==> src/rtl/toy_bus_arbiter_if.sv <==
// Bundle of the two master ports and the shared bus port.
// slave: arbiter side. master: masters plus decode/read mux side.
interface toy_bus_arbiter_if;
  logic        i_m0_req;
  logic        i_m0_we;
  logic [15:0] i_m0_addr;
  logic [15:0] i_m0_wdata;
  logic        o_m0_gnt;
  logic        o_m0_ack;
  logic [15:0] o_m0_rdata;
  logic        i_m1_req;
  logic        i_m1_we;
  logic [15:0] i_m1_addr;
  logic [15:0] i_m1_wdata;
  logic        o_m1_gnt;
  logic        o_m1_ack;
  logic [15:0] o_m1_rdata;
  logic [15:0] o_bus_addr;
  logic        o_bus_we;
  logic [15:0] o_bus_wdata;
  logic [15:0] i_bus_rdata;

  modport slave (
    input  i_m0_req, i_m0_we,
    input  i_m0_addr, i_m0_wdata,
    output o_m0_gnt, o_m0_ack,
    output o_m0_rdata,
    input  i_m1_req, i_m1_we,
    input  i_m1_addr, i_m1_wdata,
    output o_m1_gnt, o_m1_ack,
    output o_m1_rdata,
    output o_bus_addr, o_bus_we,
    output o_bus_wdata,
    input  i_bus_rdata
  );

  modport master (
    output i_m0_req, i_m0_we,
    output i_m0_addr, i_m0_wdata,
    input  o_m0_gnt, o_m0_ack,
    input  o_m0_rdata,
    output i_m1_req, i_m1_we,
    output i_m1_addr, i_m1_wdata,
    input  o_m1_gnt, o_m1_ack,
    input  o_m1_rdata,
    input  o_bus_addr, o_bus_we,
    input  o_bus_wdata,
    output i_bus_rdata
  );
endinterface

==> src/rtl/toy_bus_arbiter.sv <==
// Two-master round-robin bus arbiter with bounded bursts.
// Ports: i_clk, i_reset (async high), bus (slave modport).
module toy_bus_arbiter #(
  parameter int MAX_BURST  = 4,
  parameter int FIRST_PRIO = 0
) (
  input  logic               i_clk,
  input  logic               i_reset,
  toy_bus_arbiter_if.slave   bus
);
  localparam int CW = $clog2(MAX_BURST) + 1;
  localparam logic [CW-1:0] LAST_BEAT =
    CW'(MAX_BURST - 1);
  localparam logic PRIO = FIRST_PRIO[0];

  typedef enum logic [1:0] {
    IDLE = 2'd0,
    GNT0 = 2'd1,
    GNT1 = 2'd2
  } state_t;

  state_t          r_state;
  state_t          w_next;
  logic            r_last;
  logic [CW-1:0]   r_cnt;
  logic            r_ack0;
  logic            r_ack1;
  logic [15:0]     r_rdata0;
  logic [15:0]     r_rdata1;
  logic            w_beat0;
  logic            w_beat1;
  logic            w_limit;

  assign w_beat0 = (r_state == GNT0) & bus.i_m0_req;
  assign w_beat1 = (r_state == GNT1) & bus.i_m1_req;
  assign w_limit = (r_cnt == LAST_BEAT);

  always_comb begin
    w_next = r_state;
    unique case (r_state)
      IDLE: begin
        if (bus.i_m0_req && bus.i_m1_req)
          w_next = r_last ? GNT0 : GNT1;
        else if (bus.i_m0_req)
          w_next = GNT0;
        else if (bus.i_m1_req)
          w_next = GNT1;
      end
      GNT0: begin
        if (!bus.i_m0_req)
          w_next = bus.i_m1_req ? GNT1 : IDLE;
        else if (bus.i_m1_req && w_limit)
          w_next = GNT1;
      end
      GNT1: begin
        if (!bus.i_m1_req)
          w_next = bus.i_m0_req ? GNT0 : IDLE;
        else if (bus.i_m0_req && w_limit)
          w_next = GNT0;
      end
      default: w_next = IDLE;
    endcase
  end

  always_ff @(posedge i_clk or posedge i_reset) begin
    if (i_reset) begin
      r_state  <= IDLE;
      r_last   <= ~PRIO;
      r_cnt    <= '0;
      r_ack0   <= 1'b0;
      r_ack1   <= 1'b0;
      r_rdata0 <= '0;
      r_rdata1 <= '0;
    end else begin
      r_state <= w_next;
      // Saturation only matters for a lone master;
      // with contention the limit forces a switch.
      if (w_next != r_state)
        r_cnt <= '0;
      else if ((w_beat0 | w_beat1) && !w_limit)
        r_cnt <= r_cnt + 1'b1;
      if (w_next == GNT0 && r_state != GNT0)
        r_last <= 1'b0;
      else if (w_next == GNT1 && r_state != GNT1)
        r_last <= 1'b1;
      r_ack0 <= w_beat0;
      r_ack1 <= w_beat1;
      if (w_beat0)
        r_rdata0 <= bus.i_bus_rdata;
      if (w_beat1)
        r_rdata1 <= bus.i_bus_rdata;
    end
  end

  assign bus.o_m0_gnt   = (r_state == GNT0);
  assign bus.o_m1_gnt   = (r_state == GNT1);
  assign bus.o_m0_ack   = r_ack0;
  assign bus.o_m1_ack   = r_ack1;
  assign bus.o_m0_rdata = r_rdata0;
  assign bus.o_m1_rdata = r_rdata1;

  always_comb begin
    bus.o_bus_addr  = '0;
    bus.o_bus_we    = 1'b0;
    bus.o_bus_wdata = '0;
    unique case (1'b1)
      w_beat0: begin
        bus.o_bus_addr  = bus.i_m0_addr;
        bus.o_bus_we    = bus.i_m0_we;
        bus.o_bus_wdata = bus.i_m0_wdata;
      end
      w_beat1: begin
        bus.o_bus_addr  = bus.i_m1_addr;
        bus.o_bus_we    = bus.i_m1_we;
        bus.o_bus_wdata = bus.i_m1_wdata;
      end
      default: ;
    endcase
  end
endmodule
==> src/flat_wrapper.sv <==
// flat-port wrapper written by rule: the top's interface ports become plain ports
module toy_bus_arbiter_flat 
#(
  parameter int MAX_BURST  = 4,
  parameter int FIRST_PRIO = 0
)
  (i_clk, i_reset, bus_i_m0_req, bus_i_m0_we, bus_i_m0_addr, bus_i_m0_wdata, bus_o_m0_gnt, bus_o_m0_ack, bus_o_m0_rdata, bus_i_m1_req, bus_i_m1_we, bus_i_m1_addr, bus_i_m1_wdata, bus_o_m1_gnt, bus_o_m1_ack, bus_o_m1_rdata, bus_o_bus_addr, bus_o_bus_we, bus_o_bus_wdata, bus_i_bus_rdata);
  toy_bus_arbiter_if bus_i ();
  input  logic i_clk;
  input  logic i_reset;
  input wire logic [$bits(bus_i.i_m0_req)-1:0] bus_i_m0_req;
  input wire logic [$bits(bus_i.i_m0_we)-1:0] bus_i_m0_we;
  input wire logic [$bits(bus_i.i_m0_addr)-1:0] bus_i_m0_addr;
  input wire logic [$bits(bus_i.i_m0_wdata)-1:0] bus_i_m0_wdata;
  output wire logic [$bits(bus_i.o_m0_gnt)-1:0] bus_o_m0_gnt;
  output wire logic [$bits(bus_i.o_m0_ack)-1:0] bus_o_m0_ack;
  output wire logic [$bits(bus_i.o_m0_rdata)-1:0] bus_o_m0_rdata;
  input wire logic [$bits(bus_i.i_m1_req)-1:0] bus_i_m1_req;
  input wire logic [$bits(bus_i.i_m1_we)-1:0] bus_i_m1_we;
  input wire logic [$bits(bus_i.i_m1_addr)-1:0] bus_i_m1_addr;
  input wire logic [$bits(bus_i.i_m1_wdata)-1:0] bus_i_m1_wdata;
  output wire logic [$bits(bus_i.o_m1_gnt)-1:0] bus_o_m1_gnt;
  output wire logic [$bits(bus_i.o_m1_ack)-1:0] bus_o_m1_ack;
  output wire logic [$bits(bus_i.o_m1_rdata)-1:0] bus_o_m1_rdata;
  output wire logic [$bits(bus_i.o_bus_addr)-1:0] bus_o_bus_addr;
  output wire logic [$bits(bus_i.o_bus_we)-1:0] bus_o_bus_we;
  output wire logic [$bits(bus_i.o_bus_wdata)-1:0] bus_o_bus_wdata;
  input wire logic [$bits(bus_i.i_bus_rdata)-1:0] bus_i_bus_rdata;
  assign bus_i.i_m0_req = bus_i_m0_req;
  assign bus_i.i_m0_we = bus_i_m0_we;
  assign bus_i.i_m0_addr = bus_i_m0_addr;
  assign bus_i.i_m0_wdata = bus_i_m0_wdata;
  assign bus_o_m0_gnt = bus_i.o_m0_gnt;
  assign bus_o_m0_ack = bus_i.o_m0_ack;
  assign bus_o_m0_rdata = bus_i.o_m0_rdata;
  assign bus_i.i_m1_req = bus_i_m1_req;
  assign bus_i.i_m1_we = bus_i_m1_we;
  assign bus_i.i_m1_addr = bus_i_m1_addr;
  assign bus_i.i_m1_wdata = bus_i_m1_wdata;
  assign bus_o_m1_gnt = bus_i.o_m1_gnt;
  assign bus_o_m1_ack = bus_i.o_m1_ack;
  assign bus_o_m1_rdata = bus_i.o_m1_rdata;
  assign bus_o_bus_addr = bus_i.o_bus_addr;
  assign bus_o_bus_we = bus_i.o_bus_we;
  assign bus_o_bus_wdata = bus_i.o_bus_wdata;
  assign bus_i.i_bus_rdata = bus_i_bus_rdata;
  toy_bus_arbiter #(.MAX_BURST(MAX_BURST), .FIRST_PRIO(FIRST_PRIO)) u_core (.i_clk(i_clk), .i_reset(i_reset), .bus(bus_i));
endmodule
==> config.mk <==
export PLATFORM = sky130hd
export DESIGN_NAME = toy_bus_arbiter_flat
export DESIGN_NICKNAME = d
export VERILOG_FILES = /design/src/rtl/toy_bus_arbiter_if.sv /design/src/rtl/toy_bus_arbiter.sv /design/src/flat_wrapper.sv
export SDC_FILE = /design/constraint.sdc
export NUM_CORES = 1
export LEC_CHECK = 0
export ABC_AREA = 1
export BUFFER_PORTS_ARGS = -buffer_cell sky130_fd_sc_hd__buf_2
export CORE_ASPECT_RATIO = 1.5
export CORE_MARGIN = 2
export CORE_UTILIZATION = 40
export DETAILED_ROUTE_END_ITERATION = 8
export GPL_TIMING_DRIVEN = 0
export PLACE_DENSITY = 0.88
export SLEW_MARGIN = 0
export SYNTH_ARGS = -nofsm -noshare
export SYNTH_HDL_FRONTEND = slang
export SYNTH_SLANG_ARGS = --single-unit
==> constraint.sdc <==
create_clock -name i_clk -period 1.7 [get_ports i_clk]
set_input_delay 0.34 -clock i_clk [delete_from_list [all_inputs] [get_ports i_clk]]
set_output_delay 0.34 -clock i_clk [all_outputs]
set_load 0.02 [all_outputs]
## After elaboration in Yosys (flattened, before gate mapping)

Index checks and enable logic that the tools add are counted.

| word-level totals | value |
|---|---|
| register bits | 40 |
| logic and storage cells | 47 |
| input port bits | 86 |

| cells by class | value |
|---|---|
| equal/unequal tests | 8 |
| add/sub/neg operators | 1 |
| multiplexer cells | 18 |
| reduce and logical (&&, ||, !) cells | 10 |
| bitwise operators | 3 |

Operators with widths:

| operator | number |
|---|---|
| $pmux W16 S2 | 2 |
| $mux W2 | 9 |
| $logic_and A1 B1 Y1 | 6 |
| $mux W3 | 2 |
| $pmux W2 S3 | 1 |
| $eq A2 B1 Y1 const B | 2 |
| $eq A2 B2 Y1 const B | 2 |
| $reduce_bool A2 Y1 | 2 |
| $add A3 B1 Y3 const B | 1 |
| $eq A3 B2 Y1 const B | 1 |
| $mux W1 | 3 |
| $and A1 B1 Y1 | 2 |
| $logic_not A2 Y1 | 1 |
| $ne A2 B1 Y1 const B | 1 |
| $ne A2 B2 Y1 | 1 |
| $ne A2 B2 Y1 const B | 1 |
| $pmux W1 S2 | 1 |
| $logic_not A1 Y1 | 1 |
| $or A1 B1 Y1 | 1 |

## Logic depth before layout (Yosys ltp)

| depth | value |
|---|---|
| depth after elaboration | 9 |
| depth in mapped cells | 10 |

## Worst setup path after synthesis

OpenSTA, ideal clock, no wires.

| path | value |
|---|---|
| path type | register to output |
| from | register u_core.r_state[0] |
| to | output port bus_o_bus_addr[0] |
| path slack | 170 ps |
| stages on the path, launching flop included | 6 |
| arrival | 1,190 ps |
| path buffers | 1 |
| cell sequence | dfrtp_1 > inv_2 > nand2_2 > nor2_4 > buf_2 > a22o_1 |

| on the way | value |
|---|---|
| longest elaborated chain between the ends | 3 |
| elaborated cells on any way between the ends | 5 |

Ends and longest elaborated chain:

| item | RTL line | source |
|---|---|---|
| start: declaration | toy_bus_arbiter.sv:22 | `state_t r_state;` |
| start signal: assignment | toy_bus_arbiter.sv:75 | `r_state <= w_next;` |
| $eq A2 B2 Y1 / $eq A2 B1 Y1 (equally long branches) | toy_bus_arbiter.sv:35, toy_bus_arbiter.sv:34 |  |
| $and A1 B1 Y1, on equally long branches | toy_bus_arbiter.sv:35, toy_bus_arbiter.sv:34 |  |
| $pmux W16 S2 (*) | toy_bus_arbiter.sv:106 | `unique case (1'b1)` |
| end: declaration | flat_wrapper.sv:25 | `output wire logic [$bits(bus_i.o_bus_addr)-1:0] bus_o_bus_addr;` |

Mark *: on every way between the ends. The rest lies on a longest branch, timed or not.

## Final worst setup path

| path | value |
|---|---|
| from | register u_core.r_state[0] |
| to | output port bus_o_bus_addr[1] |

The elaborated chain is that of the path after synthesis.

==> results.md <==
- Outcome: complete, but fails checks
- Violated checks: negative setup slack
- Final period demand of the worst path: 1880 ps
- Total Routed Length: 8.22 mm
- Worst-path clk slew: 70 ps
- Largest net degree at the start of global routing: 41
- Clock sink count: 40
- Clock power share: 11.1%
- Max-cap check violation count: 0
- Internal power of the cells: 3.22 mW
- Peak VDD IR: 0.00122 V
- Met3 routing resource usage after global routing: 12.0%
- Leak Pwr: 1.94 nW
- Number of buffers on the longest clock path: 2
- Instance area after placement: 0.00285 mm2
- Remaining DRCs: 0
- Setup Viol. Count Final: 33
- Slew margin rel.: 46.5%
- Area of the die: 0.00559 mm2
- Global-route layer with the greatest usage: met2
- Per-instance average area after synthesis: 8.91 um2
- Largest fanout on the critical path: 7
- Level count of the clock H-tree: 2
- Power density over cell area: 1690 mW/mm2
- Switching share of power: 44.5%
- Half-perimeter wire length of the detailed placement result: 5.46 mm
- Final hold violation count: 0
- Combined area of all synthesized cells: 0.00200 mm2
- Root buffer cell: sky130_fd_sc_hd__clkbuf_8
- Die Span X: 61.7 um
- Remaining global-route overflow: 0
- Final Non-Filler Cells: 474
- IO Count: 155
- Initial DRC count: 113
- Library cells used by synthesis: 22
- Count of nets left with antenna violations after detail routing: 0
- Critical Path RT: 1360 ps
- Kind of start point of the critical path: register
- Clock skew: 2.43 ps
- Global-route met1 utilization: 28.3%
- Met2 track utilization from global routing: 50.0%
- Worst hold-check path type: input port to asynchronous set/reset pin
- Wire length of the first global-routing pass: 11.5 mm
- TritonRoute pass-1 iters: 4
- Routed vias: 2421
- Drt via density: 5.11
- Height of the die: 90.5 um
- Starting density of the core: 41.5%
- Net switching power: 2.58 mW
- Syn_nets: 312
- Endpoint kind of the worst setup timing path: primary output
- Area overhead of the layout relative to synthesis: 72.0%
- Site row count: 31
- Fmax achieved: 532 MHz
- Setup repair after global routing missed its margin: true
- Post-CTS Hold Fix Bufs: 0
- Transition time at the pin with the least slew margin: 801 ps
- Setup slack, reg-to-reg: 120 ps
- Worst path arrival time: 1540 ps
- Vias in the first global route: 2480
- Gate count after technology mapping: 224
- WL/cell: 17.3 um
- Fraction of the yosys area taken by sequential cells: 50.2%
- Filler Cell Count: 393
- Clock tree from TritonCTS: built
- Clock insertion delay at the later pin of the skew report: 280 ps
- Part of the power in combinational logic: 60.8%
- Final net count: 495
- Placeable core area: 0.00481 mm2
- Routability congestion estimate: 0.765
- Total Routing Usage GR: 27.9%
- Initial antenna violation count: 0
- Total non-filler cell area in the finished layout: 0.00343 mm2
- #FFs+latches synth: 40
- Period Utilization, post-route: 111%
- Critical path start-end classification: register to primary output
- Cells after DPL: 444
- Yosys warns: 0
- Proportion of layout cells with a drive suffix above 1: 52.2%
- Final Max Tran Viols: 0
- Final worst setup slack: -179 ps
- TritonCTS Buffers: 5
- Seq pwr share: 28.1%
- I/O Buffers: 154
- Number of inserted diodes: 0
## cells by family (layout without fill, tap and decap cells)
family | Yosys count | count (layout) | share of synthesized area [%]
flip-flops | 40 | 40 | 50.2
AO/OA/AOI/OAI | 69 | 69 | 24.3
buffers and inverters | 42 | 225 | 8.46
XOR/XNOR | 1 | 1 | 0.439
AND/OR/NAND/NOR | 70 | 71 | 15.4
adder cells (fa/ha/maj) | 2 | 2 | 1.25
## worst max-delay path, cell delays in order, from the launching register on
cell                      delay [ps]
sky130_fd_sc_hd__dfrtp_2         440
sky130_fd_sc_hd__inv_2            90
sky130_fd_sc_hd__nand2_4          60
sky130_fd_sc_hd__nor2_4          100
sky130_fd_sc_hd__buf_12          140
sky130_fd_sc_hd__buf_6           120
sky130_fd_sc_hd__a22o_1          160
sky130_fd_sc_hd__buf_6           140
## placed cells by master, fill, tap and decap left out, types with 2 or more instances in the layout
master                     count
sky130_fd_sc_hd__a22o_1       32
sky130_fd_sc_hd__buf_2       124
sky130_fd_sc_hd__buf_4        14
sky130_fd_sc_hd__buf_6        44
sky130_fd_sc_hd__clkbuf_1      4
sky130_fd_sc_hd__clkbuf_8      6
sky130_fd_sc_hd__dfrtp_1      37
sky130_fd_sc_hd__dfrtp_2       2
sky130_fd_sc_hd__inv_1        24
sky130_fd_sc_hd__inv_2         5
sky130_fd_sc_hd__nand2_1      48
sky130_fd_sc_hd__nand2_2       2
sky130_fd_sc_hd__nand3_1       7
sky130_fd_sc_hd__nor2_1        7
sky130_fd_sc_hd__nor2_4        2
sky130_fd_sc_hd__o21ai_1      32
## cells in the mapped netlist
library cell | count | area (um2)
sky130_fd_sc_hd__nand2_1 | 49 | 184
sky130_fd_sc_hd__dfrtp_1 | 39 | 976
sky130_fd_sc_hd__a22o_1 | 33 | 289
sky130_fd_sc_hd__o21ai_1 | 32 | 160
sky130_fd_sc_hd__inv_1 | 25 | 93.8
sky130_fd_sc_hd__buf_2 | 9 | 45.0
sky130_fd_sc_hd__nand3_1 | 8 | 40.0
sky130_fd_sc_hd__nor2_1 | 7 | 26.3
sky130_fd_sc_hd__inv_2 | 5 | 18.8
sky130_fd_sc_hd__nand2_2 | 3 | 18.8
sky130_fd_sc_hd__clkbuf_1 | 2 | 7.51
sky130_fd_sc_hd__ha_1 | 2 | 25.0
sky130_fd_sc_hd__a21boi_1 | 1 | 7.51
sky130_fd_sc_hd__a21oi_2 | 1 | 8.76
sky130_fd_sc_hd__a31o_2 | 1 | 8.76
sky130_fd_sc_hd__buf_1 | 1 | 3.75
sky130_fd_sc_hd__dfstp_2 | 1 | 26.3
sky130_fd_sc_hd__nor2_2 | 1 | 6.26
sky130_fd_sc_hd__nor2_4 | 1 | 11.3
sky130_fd_sc_hd__nor2_8 | 1 | 20.0
sky130_fd_sc_hd__o21bai_2 | 1 | 11.3
sky130_fd_sc_hd__xor2_1 | 1 | 8.76
## path summary, 6_finish.rpt
path                                          start  cells past startpoint                         to
hold reg to reg            u_core.bus.o_m1_rdata[1]                      2   u_core.bus.o_m1_rdata[1]
setup reg to reg                    u_core.r_cnt[0]                      9            u_core.r_cnt[1]
setup / recovery                  u_core.r_state[0]                      7          bus_o_bus_addr[1]
hold / removal                              i_reset                      2  u_core.bus.o_m1_rdata[10]
max in group asynchronous                   i_reset                      2          u_core.r_state[0]
min in group i_clk               bus_i_bus_rdata[8]                      3   u_core.bus.o_m1_rdata[8]
## state kept, by name, indices dropped and copies added, names as in the netlist
name	cells
u_core.bus.o_m0_rdata	16
u_core.bus.o_m1_rdata	16
u_core.r_cnt	3
u_core.r_state	2
u_core.bus.o_m0_ack	1
u_core.bus.o_m1_ack	1
u_core.r_last	1
## through the flow
| step | power [mW] | utilization (%) | setup TNS, ps | setup slack (ps) | hold slack [ps] |
|---|---|---|---|---|---|
| 2_1_floorplan | 3.36 | - | 0 | 170 | 460 |
| 3_3_place_gp | 4.27 | 59.3 | -319 | -49.9 | 467 |
| 3_5_place_dp | 4.34 | 59.3 | -1090 | -85.7 | 474 |
| 4_1_cts | 5.64 | 70.1 | -4590 | -172 | 233 |
| 5_1_grt | 6.12 | 71.4 | -6940 | -238 | 279 |
| 6_report | 5.79 | 71.4 | -4900 | -179 | 204 |
## metal layers
metal	vias up	wire [um]
li1	1119	-
met1	1138	2750
met2	148	4190
met3	16	1100
met4	0	172
met5	-	0
## timing repair
item | CTS | global route
cloned | 6 | 0
gates resized for setup | 92 | 8
buffers inserted | 12 | 4
endpoints found under the setup margin | 33 | 37
pin swaps | 22 | 10
## final cells by class
| class | count | area [um2] | share of cell area (%) |
|---|---|---|---|
| flip-flops and latches | 40 | 1000 | 29.3 |
| repair buffers | 175 | 1170 | 34.2 |
| multi-input cells | 143 | 875 | 25.5 |
| clock buffers | 8 | 90.1 | 2.62 |
| inverters | 30 | 115 | 3.35 |
| plain buffers | 12 | 93.8 | 2.73 |
| well taps | 66 | 82.6 | 2.40 |
## power by group through the flow
stage | Clock [mW] | Sequential [mW] | Combinational [mW]
after CTS | 0.648 | 1.61 | 3.38
final | 0.641 | 1.63 | 3.52
after global routing | 0.694 | 1.67 | 3.76
after floorplan | 0 | 2.05 | 1.31
after global placement | 0 | 1.61 | 2.66
after detailed placement | 0 | 1.62 | 2.72
(Power assumes the default switching activity.)
